`config.mk`:
```
export PLATFORM = sky130hd
export DESIGN_NAME = tcam_ctrl
export DESIGN_NICKNAME = d
export VERILOG_FILES = /design/src/rtl/tcam_ctrl.sv
export SDC_FILE = /design/constraint.sdc
export NUM_CORES = 1
export LEC_CHECK = 0
export ABC_AREA = 1
export CORE_MARGIN = 1.5
export CORE_UTILIZATION = 40
export DETAILED_ROUTE_END_ITERATION = 7
export GPL_TIMING_DRIVEN = 0
export PLACE_DENSITY = 0.74
export SYNTH_ARGS = -nofsm -noshare
export SYNTH_HDL_FRONTEND = slang
export SYNTH_SLANG_ARGS = --single-unit
export TNS_END_PERCENT = 5
```
`constraint.sdc`:
```
create_clock -name clk -period 1.45 [get_ports clk]
set_input_delay 0.2175 -clock clk [delete_from_list [all_inputs] [get_ports clk]]
set_output_delay 0.2175 -clock clk [all_outputs]
set_load 0.01 [all_outputs]
```
`src/rtl/tcam_ctrl.sv`:
```
// tcam_ctrl: sequencing and arbitration controller for a DEPTH x KEY_W ternary CAM array.
// It accepts row writes (key + don't-care mask) and searches, and round-robins between
// them when both arrive together. It drives the array's row write enables, key bus and
// don't-care bus, and priority-encodes the captured match vector into a registered
// result that is held under a valid/ready handshake.
//
// Handshakes: a transfer happens on a rising edge where valid and ready are both high.
// wr_ready/srch_ready are combinational, never depend on the matching valid being
// registered, and are only raised while the controller is idle. res_valid stays high
// with a stable result until res_ready is seen.
//
// Optional feature: define TCAM_ROW_VALID_EN to add a per-row valid register. Writes
// set the row's bit, except a write of key all-zeros with mask all-ones, which clears
// it. The captured match vector is gated by these bits, so rows never written (or
// cleared) cannot hit. Without the macro, the raw array match lines are used.
`timescale 1ns/1ps

module tcam_ctrl #(
  parameter int KEY_W      = 8,
  parameter int DEPTH      = 16,
  parameter int IDX_W      = 4,
  parameter int SEARCH_LAT = 1
) (
  input  logic             clk,
  input  logic             rst,
  input  logic             wr_valid,
  output logic             wr_ready,
  input  logic [IDX_W-1:0] wr_addr,
  input  logic [KEY_W-1:0] wr_key,
  input  logic [KEY_W-1:0] wr_mask,
  input  logic             srch_valid,
  output logic             srch_ready,
  input  logic [KEY_W-1:0] srch_key,
  output logic             res_valid,
  input  logic             res_ready,
  output logic             res_hit,
  output logic [IDX_W-1:0] res_idx,
  output logic             res_multi,
  output logic [DEPTH-1:0] tcam_we,
  output logic [KEY_W-1:0] tcam_key,
  output logic [KEY_W-1:0] tcam_dc,
  input  logic [DEPTH-1:0] tcam_match,
  output logic             busy
);

  localparam int CNT_W = (SEARCH_LAT > 1) ? $clog2(SEARCH_LAT) : 1;

  typedef enum logic [1:0] {
    IDLE   = 2'd0,
    WRITE  = 2'd1,
    SEARCH = 2'd2,
    RESULT = 2'd3
  } state_t;

  state_t           state;
  logic             last_srch;   // 1 when the most recent accept was a search
  logic [CNT_W-1:0] cnt;         // remaining SEARCH cycles minus one
  logic [DEPTH-1:0] addr_onehot;
  logic [DEPTH-1:0] match_eff;
  logic             enc_hit;
  logic             enc_multi;
  logic [IDX_W-1:0] enc_idx;
  logic             wr_acc;
  logic             srch_acc;

  // Ready generation: only while idle; on a tie the side not granted last time wins.
  always_comb begin
    wr_ready   = 1'b0;
    srch_ready = 1'b0;
    if (state == IDLE) begin
      if (wr_valid && srch_valid) begin
        wr_ready   = last_srch;
        srch_ready = !last_srch;
      end else begin
        wr_ready   = wr_valid;
        srch_ready = srch_valid;
      end
    end
  end

  assign wr_acc   = wr_valid & wr_ready;
  assign srch_acc = srch_valid & srch_ready;

  // Row decode; an address with no matching row (DEPTH not a power of two) yields all zeros.
  always_comb begin
    addr_onehot = '0;
    for (int i = 0; i < DEPTH; i++) begin
      addr_onehot[i] = (wr_addr == IDX_W'(i));
    end
  end

`ifdef TCAM_ROW_VALID_EN
  logic [DEPTH-1:0] row_valid;

  // Row valid bits follow the write performed in the WRITE cycle (set, or clear on the
  // key=0 / mask=all-ones pattern).
  always_ff @(posedge clk or posedge rst) begin
    if (rst) begin
      row_valid <= '0;
    end else if (state == WRITE) begin
      if ((tcam_dc == '1) && (tcam_key == '0)) begin
        row_valid <= row_valid & ~tcam_we;
      end else begin
        row_valid <= row_valid | tcam_we;
      end
    end
  end

  assign match_eff = tcam_match & row_valid;
`else
  assign match_eff = tcam_match;
`endif

  // Priority encoder: lowest matching row wins; a second match flags multi.
  always_comb begin
    enc_hit   = 1'b0;
    enc_multi = 1'b0;
    enc_idx   = '0;
    for (int i = 0; i < DEPTH; i++) begin
      if (match_eff[i]) begin
        if (enc_hit) begin
          enc_multi = 1'b1;
        end else begin
          enc_hit = 1'b1;
          enc_idx = IDX_W'(i);
        end
      end
    end
  end

  // Controller FSM with registered array-side and result-side outputs.
  always_ff @(posedge clk or posedge rst) begin
    if (rst) begin
      state     <= IDLE;
      last_srch <= 1'b1;
      cnt       <= '0;
      tcam_we   <= '0;
      tcam_key  <= '0;
      tcam_dc   <= '0;
      res_valid <= 1'b0;
      res_hit   <= 1'b0;
      res_idx   <= '0;
      res_multi <= 1'b0;
      busy      <= 1'b0;
    end else begin
      case (state)
        IDLE: begin
          if (wr_acc) begin
            state     <= WRITE;
            last_srch <= 1'b0;
            tcam_we   <= addr_onehot;
            tcam_key  <= wr_key;
            tcam_dc   <= wr_mask;
            busy      <= 1'b1;
          end else if (srch_acc) begin
            state     <= SEARCH;
            last_srch <= 1'b1;
            tcam_key  <= srch_key;
            tcam_dc   <= '0;
            cnt       <= CNT_W'(SEARCH_LAT - 1);
            busy      <= 1'b1;
          end
        end
        WRITE: begin
          state    <= IDLE;
          tcam_we  <= '0;
          tcam_key <= '0;
          tcam_dc  <= '0;
          busy     <= 1'b0;
        end
        SEARCH: begin
          if (cnt == '0) begin
            state     <= RESULT;
            res_valid <= 1'b1;
            res_hit   <= enc_hit;
            res_idx   <= enc_idx;
            res_multi <= enc_multi;
            tcam_key  <= '0;
          end else begin
            cnt <= cnt - CNT_W'(1);
          end
        end
        RESULT: begin
          if (res_ready) begin
            state     <= IDLE;
            res_valid <= 1'b0;
            res_hit   <= 1'b0;
            res_idx   <= '0;
            res_multi <= 1'b0;
            busy      <= 1'b0;
          end
        end
        default: begin
          state <= IDLE;
        end
      endcase
    end
  end

endmodule

```
==> flow_metrics.env, run 1 <==
export IMPL_finalPower_mw=6.29
export IMPL_routed_top_layer="met4"
export IMPL_worst_path_largest_cell_delay_ps=400
export IMPL_port_buffers=89
export IMPL_die_w_um=81.1
export IMPL_dieArea_um2=6570
export IMPL_clk_latency_ps=300
export IMPL_die_y_um=81.1
export IMPL_syn_area_um2=2440
export IMPL_first_iter_violations=110
export IMPL_fin_skew_ps=8.47
export IMPL_dp_hpwl_um=4710
export IMPL_syn_num_nets=387
export IMPL_multiInputGateArea_um2=1260
export IMPL_critPathTopFamily="buffers and inverters"
export IMPL_ant_nets=0
export IMPL_worstPathCellList="inv_2 -> ha_4 -> inv_4 -> a211oi_4 -> buf_6 -> buf_6 -> buf_6"
export IMPL_violations="setup timing"
export IMPL_synth_cells=333
export IMPL_syn_to_final_growth_pct=59.9
export IMPL_fin_nets=499
export IMPL_critPathArrivalTime_ps=1480
export IMPL_yosys_warnings=0
export IMPL_yosysSeqAreaShare_pct=44.2
export IMPL_hold_viol=0
export IMPL_cp_end_kind="output pin"
export IMPL_crit_slowest_cell="dfrtp_1"
export IMPL_path_max_fanout=3
export IMPL_finalCritPeriodShare_pct=117
export IMPL_cap_viol_max_count=0
export IMPL_grt_pass1_wl_um=10400
export IMPL_initial_utilization_pct=41.2
export IMPL_powerDensity_nw_per_um2=1610
export IMPL_min_period_ps=1700
export IMPL_htreeDepth=2
export IMPL_cts_clk_slew_worst_paths_ps=80
export IMPL_ir_drop_mv=0.740
export IMPL_antenna_found_initial=0
export IMPL_globalRouteOverflowTotal=0
export IMPL_rows=28
export IMPL_relSlewSlack_pct=77.2
export IMPL_leakage_nw=2.20
export IMPL_postCtsHoldBufs=0
export IMPL_cts_sinks=43
export IMPL_viasPerCell=4.88
export IMPL_required_ps=1230
export IMPL_cts_buffer_depth=2
export IMPL_ff2ff_setup_slack_ps=-220
export IMPL_antenna_cells=0
export IMPL_vias=2544
export IMPL_post_route_util_pct=65.9
export IMPL_drive_gt1_share_pct=16.6
export IMPL_crit_top_cell="buf_6"
export IMPL_synth_seq_cells=43
export IMPL_finalSetupViolCount=40
export IMPL_outcome="complete, but fails checks"
export IMPL_slew_violations=0
export IMPL_whs_ps=262
export IMPL_wl_met1_um=2980
export IMPL_critPathKind="reg2out"
export IMPL_ys_async_sr_fraction_pct=100
export IMPL_critPathLaunchType="flip-flop"
export IMPL_synthFlopType="dfrtp_1"
export IMPL_synth_cell_type_count=27
export IMPL_grt_max_degree=44
export IMPL_drc=0
export IMPL_grt_pass1_vias=2362
export IMPL_wl_met3_um=395
export IMPL_core_area_um2=5920
export IMPL_seqCellArea_um2=1080
export IMPL_tightest_slew_ps=341
export IMPL_drtPass1Iterations=4
export IMPL_io_pins=91
export IMPL_num_fill_cells=511
export IMPL_cts_tree="yes"
export IMPL_fmaxAchievable_mhz=588
export IMPL_cts_root_buf="clkbuf_8"
export IMPL_crit_buf_inv=5
export IMPL_synth_edf_count=0
export IMPL_wl_per_cell_um=13.0
export IMPL_hp_class="in2async"
export IMPL_routed_wl_um=6760
export IMPL_cts_made_buffers=5
export IMPL_rsz0062_at_grt="true"
export IMPL_gp_congestion=0.848
export IMPL_grt_usage_pct=20.3
export IMPL_wl_met2_um=3320
export IMPL_fin_setup_tns_ps=-4120
export IMPL_setup_slack_ps=-251
export IMPL_syn_avg_cell_area_um2=7.32
==> power by group <==
part | internal, mW | switching [mW] | total (mW)
clock | 0.433 | 0.405 | 0.838
sequential | 1.64 | 0.231 | 1.87
combinational | 1.70 | 1.88 | 3.58
==> path summary, 6_finish.rpt <==
path | to | from | depth (start not counted)
max | wr_ready | state[0] | 7
min | tcam_we[2] | rst | 3
max reg2reg | tcam_key[6] | state[0] | 11
min reg2reg | res_valid | res_valid | 2
max in group asynchronous | last_srch | rst | 3
min in group clk | tcam_we[2] | wr_addr[1] | 3
==> per-layer routing <==
metal	GRT usage, %	vias to the layer above
met1	24.1	1167
met4	5.52	0
met5	0	-
met3	4.72	5
li1	-	1308
met2	36.5	64
==> worst reg2reg max path, cell delays in order, from the launching register on <==
cell and delay [ps]:
dfrtp_1 400, inv_2 80, ha_4 140, inv_4 40
a211oi_4 190, buf_6 150, buf_4 120, clkbuf_16 130
nor2_1 40, nor2_1 70, o21ai_0 80, o21ai_1 160
==> kinds of logic after synthesis <==
| kind of cell | synth area share [%] |
|---|---|
| simple gates | 34.9 |
| compound gates | 9.70 |
| buf+inv | 8.67 |
| flops | 44.2 |
| fa+ha+maj | 2.57 |
==> what timing repair did <==
| item | CTS | global route |
|---|---|---|
| cloned | 0 | 1 |
| gates resized for setup | 33 | 50 |
| setup endpoints to repair | 44 | 65 |
| pin swaps | 3 | 5 |
| buffers inserted | 8 | 6 |
==> cell usage in the layout, fill, tap and decap left out, drive strengths merged <==
| master | n |
|---|---|
| nand4 | 5 |
| dfstp | 1 |
| o21ai | 33 |
| nor3 | 4 |
| inv | 42 |
| dfrtp | 42 |
| clkinv | 2 |
| dlygate4sd2 | 1 |
| ha | 5 |
| a211oi | 3 |
| o211ai | 2 |
| dlymetal6s2s | 22 |
| clkdlybuf4s50 | 64 |
| buf | 23 |
| nand2 | 90 |
| a21oi | 4 |
| a221oi | 1 |
| nor2 | 37 |
| nand3 | 51 |
| nand3b | 1 |
| clkbuf | 12 |
| clkinvlp | 1 |
==> state kept, by name, indices dropped and copies added (netlist names), 2 cells and up <==
signal / cells
tcam_dc: 8
tcam_key: 8
res_idx: 4
state: 2
tcam_we: 16
==> cell usage after synthesis, types with 2 or more instances <==
library cell / instances / share of area [%]
nor2_4: 3 / 1.4
nor2_1: 33 / 5.1
ha_1: 5 / 2.6
nand2_2: 2 / 0.51
a211oi_1: 2 / 0.62
o21ai_1: 8 / 1.6
inv_2: 5 / 0.77
nor3_1: 3 / 0.62
nand4_1: 5 / 1.3
dfrtp_1: 42 / 43
buf_2: 4 / 0.82
o211ai_1: 2 / 0.62
nand2_1: 87 / 13
clkinv_1: 2 / 0.31
o21ai_0: 25 / 5.1
nand3_1: 51 / 10
inv_1: 37 / 5.7
a21oi_1: 4 / 0.82
clkbuf_1: 5 / 0.77
==> final cells by class <==
cell class                      instances  area share, %
Sequential cell                        43           27.6
Buffer                                 10           2.34
Timing Repair Buffer                  105           28.3
Multi-Input combinational cell        236           32.4
Clock buffer                            7           2.47
Inverter                               44           4.33
Tap cell                               75           2.41
Clock inverter                          1          0.192
==> metrics by stage <==
step                      cells  setup WS [ps]  area [um2]
after global placement      497           -686        3460
after CTS                   514           -242        3710
after detailed placement    498           -658        3480
after floorplan             333          -15.5        2470
final                       521           -251        3900
after global routing        521           -324        3900
No activity file was read; power rests on OpenSTA's default activity.
==> inputs of run 2 (changes only) <==
CORE_UTILIZATION = 41   (was 40)
CTS_BUF_LIST = sky130_fd_sc_hd__clkbuf_4   (was unset)
PLACE_DENSITY = 0.76   (was 0.74)
SKIP_CTS_REPAIR_TIMING = 1   (was unset)
SLEW_MARGIN = 20   (was unset)
==> run 2 against run 1 <==
The run still ends with setup timing left; first-iteration DRC count decreased by 1.8%; clock skew increased by 8.1 ps; sequential power about the same; via count increased by 2.6%; worst setup slack got worse by 110 ps; count of clock-buffer cells in the layout unchanged; critical path type unchanged; highest routed layer unchanged.
==> flow_metrics.env, run 2 (synthesis gave the netlist of run 1 again) <==
export IMPL_vias=2609
export IMPL_intPower_mw=3.62
export IMPL_wl_per_cell_um=13.2
export IMPL_cts_sinks=43
export IMPL_syn_to_final_growth_pct=61.2
export IMPL_port_buffers=89
export IMPL_min_period_ps=1810
export IMPL_finalCritPeriodShare_pct=125
export IMPL_cp_end_kind="output pin"
export IMPL_dp_hpwl_um=4730
export IMPL_cap_viol_max_count=0
export IMPL_ir_drop_mv=0.758
export IMPL_cts_buffer_depth=2
export IMPL_viasPerCell=5.03
export IMPL_core_area_um2=5610
export IMPL_die_y_um=80.1
export IMPL_regMostFlops="tcam_we"
export IMPL_rows=27
export IMPL_tightest_slew_ps=411
export IMPL_routed_wl_um=6830
export IMPL_cts_made_buffers=5
export IMPL_reg2reg_depth=10
export IMPL_die_w_um=80.1
export IMPL_most_common_layout_cells="nand2_1 (85), nand3_1 (48), dlymetal6s2s_1 (46)"
export IMPL_drive_gt1_share_pct=17.0
export IMPL_fin_skew_ps=16.6
export IMPL_final_common_cell="nand2_1"
export IMPL_design_area_um2=3930
export IMPL_p_sw_share_pct=40.6
export IMPL_grt_pass1_vias=2410
export IMPL_dpl_instance_area_um2=3470
export IMPL_seq_power_share_pct=30.7
export IMPL_gp_congestion=0.873
export IMPL_grt_pass1_wl_um=10500
export IMPL_fmaxAchievable_mhz=552
export IMPL_first_iter_violations=108
export IMPL_drtPass1Iterations=4
export IMPL_antenna_found_initial=0
export IMPL_cts_clk_slew_worst_paths_ps=130
export IMPL_powerDensity_nw_per_um2=1550
export IMPL_post_route_util_pct=70.1
export IMPL_finalPower_mw=6.09
export IMPL_relSlewSlack_pct=72.5
export IMPL_required_ps=1230
export IMPL_power_frac_clock_pct=12.9
export IMPL_largest_reg_flops=16
export IMPL_critPathKind="reg2out"
export IMPL_hold_viol=0
export IMPL_finalSetupViolCount=34
export IMPL_whs_ps=154
export IMPL_outcome="complete, but fails checks"
export IMPL_power_switching_mw=2.47
export IMPL_grt_usage_pct=20.6
export IMPL_htreeDepth=2
export IMPL_setup_slack_ps=-363
export IMPL_cts_tree="yes"
export IMPL_drc=0
export IMPL_rsz0062_at_grt="true"
export IMPL_ant_nets=0
export IMPL_path_max_fanout=5
export IMPL_leakage_nw=2.55
export IMPL_slew_violations=0
export IMPL_initial_utilization_pct=43.5
export IMPL_antenna_cells=0
export IMPL_cts_root_buf="clkbuf_4"
export IMPL_ff2ff_setup_slack_ps=-170
export IMPL_combPwrFrac_pct=56.4
export IMPL_dieArea_um2=6420
export IMPL_globalRouteOverflowTotal=0
export IMPL_critPathLaunchType="flip-flop"
export IMPL_timing_rr_start="state[1]"
export IMPL_top_regs="tcam_we: 16 flops, tcam_dc: 8 flops, tcam_key: 8 flops"
export IMPL_io_pins=91
export IMPL_critPathArrivalTime_ps=1600
export IMPL_clk_latency_ps=350
export IMPL_grt_max_degree=26
export IMPL_hp_class="in2async"
export IMPL_fin_nets=500
export IMPL_violations="setup timing"
export IMPL_timing_rr_end="tcam_key[6]"
-- run 2: changes by cell type in the layout (fill, tap and decap cells not counted), moves of 2 or more --
cell	before	now
nand3_1	50	48
clkbuf_8	7	1
o21ai_1	20	17
nand2_2	3	1
nand3_2	0	2
clkbuf_4	3	8
o21ai_0	12	14
clkdlybuf4s50_1	64	41
buf_4	12	17
buf_6	6	3
dlymetal6s2s_1	22	46
-- run 2: layer usage --
layer  track usage, %  up-vias  wire length (um)
met5                0        -                 0
met4             7.24        0               141
met3             4.32       13               478
li1                 -     1306                 -
met1             27.3     1191              2920
met2             33.2       99              3290
-- run 2: worst max path at each step --
| stage | depth (start not counted) | endpoint | start |
|---|---|---|---|
| 2_1_floorplan | 9 | tcam_key[5] | state[0] |
| 3_3_place_gp | 2 | tcam_dc[3] | rst |
| 3_5_place_dp | 6 | wr_ready | wr_valid |
| 4_1_cts | 7 | wr_ready | state[0] |
| 5_1_grt | 7 | wr_ready | state[0] |
| 6_report | 7 | wr_ready | state[1] |
-- run 2: final cells by class --
cell class              count  area (um2)
well taps                  72        90.1
clock buffers               7        52.6
plain buffers              10        85.1
flip-flops and latches     43        1080
repair buffers            106        1140
multi-input cells         236        1280
inverters                  44         171
fillers                   461        1680
clock inverters             1        30.0
-- run 2: power by group through the flow --
stage                     combinational (mW)  clock (mW)  sequential (mW)
after floorplan                         1.46           0             2.06
after global placement                  2.92           0             1.90
after detailed placement                2.97           0             1.91
after CTS                               2.98       0.804             1.89
after global routing                    3.79       0.855             1.93
final                                   3.43       0.787             1.87
-- run 2: stage by stage --
step,cells,setup TNS (ps),setup slack (ps)
3_5_place_dp,495,-10540,-691
6_report,519,-3100,-363
4_1_cts,503,-11640,-1060
5_1_grt,519,-7240,-432
3_3_place_gp,494,-37470,-682
2_1_floorplan,333,-189,-15.5
-- run 2: worst max-delay path: stages (launching register included) --
cell      delay (ps)
dfrtp_1          410
inv_2            100
ha_4             160
inv_4             50
a211oi_4         200
buf_6            150
buf_8            100
buf_6             90
==> inputs of run 3 (changes only) <==
CTS_CLUSTER_SIZE = 30   (was unset)
==> results of run 3 <==
Same layout as run 2: the final DEF is identical, and so are final timing and power.
